==> src/rtl/tdm_demux.sv <==
// tdm_demux: receive-side time-division demultiplexer.
// Collects CHANNELS serial slot words, aligned by a frame-sync marker, into a
// shadow bank. Each complete frame is presented on a registered parallel bus
// together with a one-cycle valid pulse. Loss of alignment is flagged with a
// one-cycle error pulse.
//
// Ports:
//   clk         system clock, rising edge
//   rst_n       asynchronous active-low reset
//   din         slot word from the TDM link
//   din_valid   din carries a word this cycle
//   frame_sync  din is slot 0 of a frame (qualified by din_valid)
//   dout        last complete frame; channel k at [k*WIDTH +: WIDTH]
//   dout_valid  one-cycle pulse when dout takes a new frame
//   locked      high while frame alignment is held (RUN)
//   slot_err    one-cycle pulse on a framing violation
module tdm_demux #(
  parameter int unsigned CHANNELS = 4,
  parameter int unsigned WIDTH    = 8
) (
  input  logic                        clk,
  input  logic                        rst_n,
  input  logic [WIDTH-1:0]            din,
  input  logic                        din_valid,
  input  logic                        frame_sync,
  output logic [CHANNELS*WIDTH-1:0]   dout,
  output logic                        dout_valid,
  output logic                        locked,
  output logic                        slot_err
);

  localparam int unsigned SW = (CHANNELS > 1) ? $clog2(CHANNELS) : 1;
  localparam int unsigned DW = CHANNELS * WIDTH;
  localparam logic [SW-1:0] LAST_SLOT = SW'(CHANNELS - 1);

  typedef enum logic {
    HUNT = 1'b0,
    RUN  = 1'b1
  } state_t;

  state_t                          state, state_nxt;
  logic [SW-1:0]                   slot, slot_nxt;
  logic [CHANNELS-1:0][WIDTH-1:0]  shadow, shadow_nxt;
  logic [DW-1:0]                   dout_nxt;
  logic                            dout_valid_nxt;
  logic                            slot_err_nxt;

  // State register.
  always_ff @(posedge clk or negedge rst_n) begin
    if (!rst_n) begin
      state <= HUNT;
    end else begin
      state <= state_nxt;
    end
  end

  // Next-state, slot tracking, shadow capture and frame publication.
  always_comb begin
    state_nxt      = state;
    slot_nxt       = slot;
    shadow_nxt     = shadow;
    dout_nxt       = dout;
    dout_valid_nxt = 1'b0;
    slot_err_nxt   = 1'b0;

    if (din_valid) begin
      unique case (state)
        HUNT: begin
          // Non-sync words are discarded silently while searching.
          if (frame_sync) begin
            shadow_nxt[0] = din;
            slot_nxt      = SW'(1);
            state_nxt     = RUN;
          end
        end

        RUN: begin
          if (frame_sync) begin
            // Sync in mid-frame abandons the partial frame but stays aligned
            // to the new marker.
            slot_err_nxt  = (slot != '0);
            shadow_nxt[0] = din;
            slot_nxt      = SW'(1);
          end else if (slot == '0) begin
            // Slot 0 without a marker: alignment is lost.
            slot_err_nxt = 1'b1;
            state_nxt    = HUNT;
          end else begin
            shadow_nxt[slot] = din;
            if (slot == LAST_SLOT) begin
              // Publish from the updated bank so the last word lands in the
              // same edge that raises dout_valid.
              slot_nxt       = '0;
              dout_nxt       = shadow_nxt;
              dout_valid_nxt = 1'b1;
            end else begin
              slot_nxt = slot + SW'(1);
            end
          end
        end

        default: begin
          state_nxt = HUNT;
        end
      endcase
    end
  end

  // Datapath and registered outputs.
  always_ff @(posedge clk or negedge rst_n) begin
    if (!rst_n) begin
      slot       <= '0;
      shadow     <= '0;
      dout       <= '0;
      dout_valid <= 1'b0;
      locked     <= 1'b0;
      slot_err   <= 1'b0;
    end else begin
      slot       <= slot_nxt;
      shadow     <= shadow_nxt;
      dout       <= dout_nxt;
      dout_valid <= dout_valid_nxt;
      locked     <= (state_nxt == RUN);
      slot_err   <= slot_err_nxt;
    end
  end

endmodule

==> config.mk <==
export PLATFORM = sky130hd
export DESIGN_NAME = tdm_demux
export DESIGN_NICKNAME = d
export VERILOG_FILES = /design/src/rtl/tdm_demux.sv
export SDC_FILE = /design/constraint.sdc
export NUM_CORES = 1
export LEC_CHECK = 0
export CORE_MARGIN = 10
export CORE_UTILIZATION = 54
export CTS_BUF_LIST = sky130_fd_sc_hd__clkbuf_2
export CTS_CLUSTER_DIAMETER = 80
export DETAILED_ROUTE_END_ITERATION = 16
export PLACE_DENSITY = 0.93
export SLEW_MARGIN = 20
export SYNTH_ARGS = -nofsm -noshare
export SYNTH_HDL_FRONTEND = slang
export SYNTH_SLANG_ARGS = --single-unit
export TNS_END_PERCENT = 1
==> constraint.sdc <==
create_clock -name clk -period 2.6 [get_ports clk]
set_clock_uncertainty 0.1 [all_clocks]
set_input_delay 0.39 -clock clk [delete_from_list [all_inputs] [get_ports clk]]
set_output_delay 0.39 -clock clk [all_outputs]
set_load 0.005 [all_outputs]
Yosys cells after proc, flatten, opt, wreduce, memory -nomap -nowiden
Cells that the tools add are included. W data, S select, Z words.

Bits of input ports: 12. Output and inout port bits: 35. Flip-flop bits (word level): 69. Word-level logic and storage cells: 49.

Order comparisons: 2. Reductions and logical operators: 6. Muxes and demuxes: 25. Bitwise logic cells: 3. $add $sub $neg: 1. Equal/unequal tests: 3.

Operators by type and width (number): $bwmux W32 (1); $mux W8 (4); $demux W8 S2 (1); $pmux W8 S2 (1); $mux W1 (12); $mux W2 (4); $reduce_and A5 Y1 (1); $pmux W2 S2 (1); $reduce_and A4 Y1 (1); $lt A2 B3 Y1 const B (1); $ne A3 B3 Y1 const B (1); $not A1 Y1 (3); $reduce_and A3 Y1 (1); $add A2 B1 Y2 const B (1); $eq A2 B2 Y1 const B (1); $ge A2 B1 Y1 const B (1); $logic_not A2 Y1 (1); $ne A2 B2 Y1 const B (1); $pmux W1 S2 (1); $reduce_bool A2 Y1 (1); $logic_and A1 B1 Y1 (1).

Depth between registers and ports, before layout
Depth after elaboration: 8. Mapped depth: 9. Gate-level depth less buffers: 7.

Worst setup path before layout
OpenSTA, ideal clock, no wires.

Path kind: register -> register. Start: reg slot[0]. End: reg shadow[16] (netlist bit). Clock period less this slack: 1.998 ns. Data arrival time: 1.774 ns. Setup slack: 0.602 ns. Data required time: 2.375 ns. Buffers on the path: 1. Cell stages (with the launch flop): 8. Cells stage by stage: dfrtp_1 inv_1 ha_1 buf_2 inv_1 ha_1 nand4_4 mux2_2.

Word-level cells in the longest chain between the ends: 5. Elaborated cells between the ends (all ways): 9. Those cells by class: order compare: 2; mux: 3; bitwise: 1; reduce/logical: 3.

Ends and longest elaborated chain: start: declaration (line 42) `logic [SW-1:0] slot, slot_nxt;`; start signal: assignment (line 119) `slot <= slot_nxt;`; $lt A2 B3 Y1 (implied by the code) or $ge A2 B1 Y1 (tied branches) (line 89) `shadow_nxt[slot] = din;`; $logic_and A1 B1 Y1 (implied by the code) (line 89); $mux W8 (implied by the code) (line 89); $demux W8 S2 (line 89); $bwmux W32 (line 89); end signal: assignment (line 120) `shadow <= shadow_nxt;`; end: declaration (line 43) `logic [CHANNELS-1:0][WIDTH-1:0] shadow, shadow_nxt;`.

Several ways; a longest one is shown, not always the timed one. A chain may end at the register's enable or synchronous reset.

Worst setup path after layout
Start: reg locked. End: out locked.

RTL lines: start: declaration (line 28) `output logic locked,`; start signal: assignment (line 123) `locked <= (state_nxt == RUN);`.

No word-level cell between the ends.

==> metrics.csv <==
metric,value,unit
num_rows,25,
finalCriticalPeriod,2.27,ns
p_leak,0.00152,µW
switchingPower,1180,µW
cts-root-buf,clkbuf_2,
dr.pass1.iters,4,
netlist.area_leader.share,57.3,%
antenna_found_initial,0,
p_int,2460,µW
final_nets,291,
path_buf_inv,1,
clk_latency,0.48,ns
hold_class,reg2reg,
die_h,90.3,µm
timing_hold_violations_final,0,
drt-vias-per-instance,5.24,
layoutNonFillerInstCount,343,
powerDensity,1100,mW/mm²
cts-buffers-inserted,9,
clkSlewWorstSetupHoldPaths,0.16,ns
pwr-share-clk,17.6,%
worstPathArrival,1.78,ns
finalPower,3640,µW
post-route-cell-area,0.00331,mm²
dp_hpwl,3970,µm
vdd_drop_max,0.676,mV
io_buffers,46,
synthMostInstantiatedCell,dfrtp_1,
relSlewSlack,50.5,%
crit_required,2.11,ns
post_drt_wl_per_cell,16.2,µm
htree_levels,3,
grt_pass1_vias,1820,
cts_hold_buf,1,
start_util,56.1,%
synth_area_per_cell,12.1,µm²
synth_edf_count,0,
postCtsSetupBuffers,0,
tightest_slew,0.742,ns
cts_resized,0,
rsz0062_at_grt,false,
finalSetupViolations,0,
ys_warn_count,0,
p_seq_share,43.1,%
die_w,90.3,µm
crit_chain,clkdlybuf4s50_1,
ys_seq_area_share,57.3,%
grt_pass1_wl,9600,µm
final_antenna_net_count,0,
cpPeakStageDelay,0.68,ns
path_class,reg2out,
outcome,finished clean,
p_comb_share,39.3,%
grt.total_usage,14.6,%
drc,0,
drive_above_1_share,17.8,%
cts_sinks,61,
worst_hold_slack,0.400,ns
async_flop_share,100,%
clock_path_buffers,2,
mappedNetlistArea,0.00267,mm²
drt_iter0_drc,127,
syn_inst,220,
critPathTopFamily,flip-flops,
ios,47,
synthTopCellsByCount,"61 x dfrtp_1, 48 x nand2_1, 24 x mux2_2, 24 x mux2i_1, 20 x o21ai_1",
netlist-cell-type-count,22,
crit_path_start_kind,register,
place_congestion,0.777,
synth_area_leaders,"dfrtp_1 57%, mux2_2 10%, mux2i_1 9.0%, nand2_1 6.8%, o21ai_1 3.8%",
dp.cells,327,
switching_share,32.4,%
dieArea,0.00815,mm²
cp-end-kind,output pin,
fin_setup_tns,0,ns
grt-ovfl-total,0,
ys.flop_type,dfrtp_1,
timing.final.crit_share,87.2,%
crit_slowest_cell,dfrtp_1,
wl,5550,µm
slew_viol_final,0,
num_vias,1799,
core-area,0.00475,mm²
diodes,0,
cts_tree,done,
drv_cap,0,
syn-num-nets,239,
cp_max_fo,12,
syn_to_final_growth,24.4,%
max_freq,441,MHz
place_area,0.00318,mm²
synth_seq_cells,61,
grt_max_degree,62,
yosysTopAreaCell,dfrtp_1,
==> placed cells by master (no fill, tap or decap), drive strengths merged, types with 2 or more instances in the layout <==
cell / instances
nand4: 3
dfrtp: 61
clkdlybuf4s50: 45
inv: 4
o21ai: 26
ha: 7
clkbuf: 9
bufinv: 2
mux2: 24
nand2: 49
and4: 2
buf: 7
clkinv: 4
mux2i: 24
==> metal layers <==
metal	part of all wire, %	wire, µm	vias to the layer above	global-route usage, %
met5	0	0	-	0
met4	1.5	83	0	7.16
met3	6.4	355	10	4.49
met2	49	2740	52	24.1
met1	43	2370	873	16.7
li1	-	-	864	-
==> worst register-to-register path, stage by stage (launching register included) <==
cell and delay (ns):
dfrtp_1 0.46, inv_1 0.11, ha_1 0.22, inv_1 0.06, ha_1 0.32, nand4_4 0.24
mux2_2 0.35
==> registers in the layout (all words and copies together), names as in the netlist <==
signal	count
dout	32
shadow	24
slot	2
dout_valid	1
locked	1
slot_err	1
==> final timing paths <==
| check | slack (ns) | cells after the start | end | startpoint |
|---|---|---|---|---|
| worst max-delay path | 0.33 | 1 | locked | locked |
| worst min-delay path | 0.40 | 2 | dout[23] | dout[23] |
| worst max register to register | 0.63 | 6 | shadow[22] | slot[0] |
| worst min register to register | 0.40 | 2 | dout[23] | dout[23] |
| max in group asynchronous | 1.44 | 3 | shadow[14] | rst_n |
| min in group asynchronous | 0.47 | 3 | dout[7] | rst_n |
==> final cells by class <==
| cell class | count | area, µm² |
|---|---|---|
| inverters | 4 | 15.0 |
| flip-flops and latches | 61 | 1530 |
| repair buffers | 53 | 510 |
| multi-input cells | 143 | 1050 |
| fillers | 377 | 1440 |
| clock inverters | 6 | 78.8 |
| clock buffers | 9 | 45.0 |
| well taps | 67 | 83.8 |
==> power by group through the flow <==
stage / combinational (µW) / clock, µW / sequential [µW]
6_report: 1430 / 638 / 1570
5_1_grt: 1580 / 698 / 1610
4_1_cts: 1460 / 651 / 1570
3_5_place_dp: 1450 / 0 / 1590
3_3_place_gp: 1400 / 0 / 1560
2_1_floorplan: 771 / 0 / 1540
==> cells by family (layout without fill, tap and decap cells) <==
kind of cell	Yosys count	after routing	share of synthesized area [%]
flops	61	61	57.3
simple gates	58	58	11.2
mux	48	48	19.2
compound gates	30	30	5.96
buf+inv	16	72	3.15
fa+ha+maj	7	7	3.29
==> stage by stage <==
stage          utilization (%)  setup slack [ns]
2_1_floorplan                -             0.602
3_3_place_gp              66.9             0.478
3_5_place_dp              66.9             0.392
4_1_cts                   69.7             0.311
5_1_grt                   69.7             0.252
6_report                  69.7             0.334
Note: power is estimated with default switching activity, not from simulation.
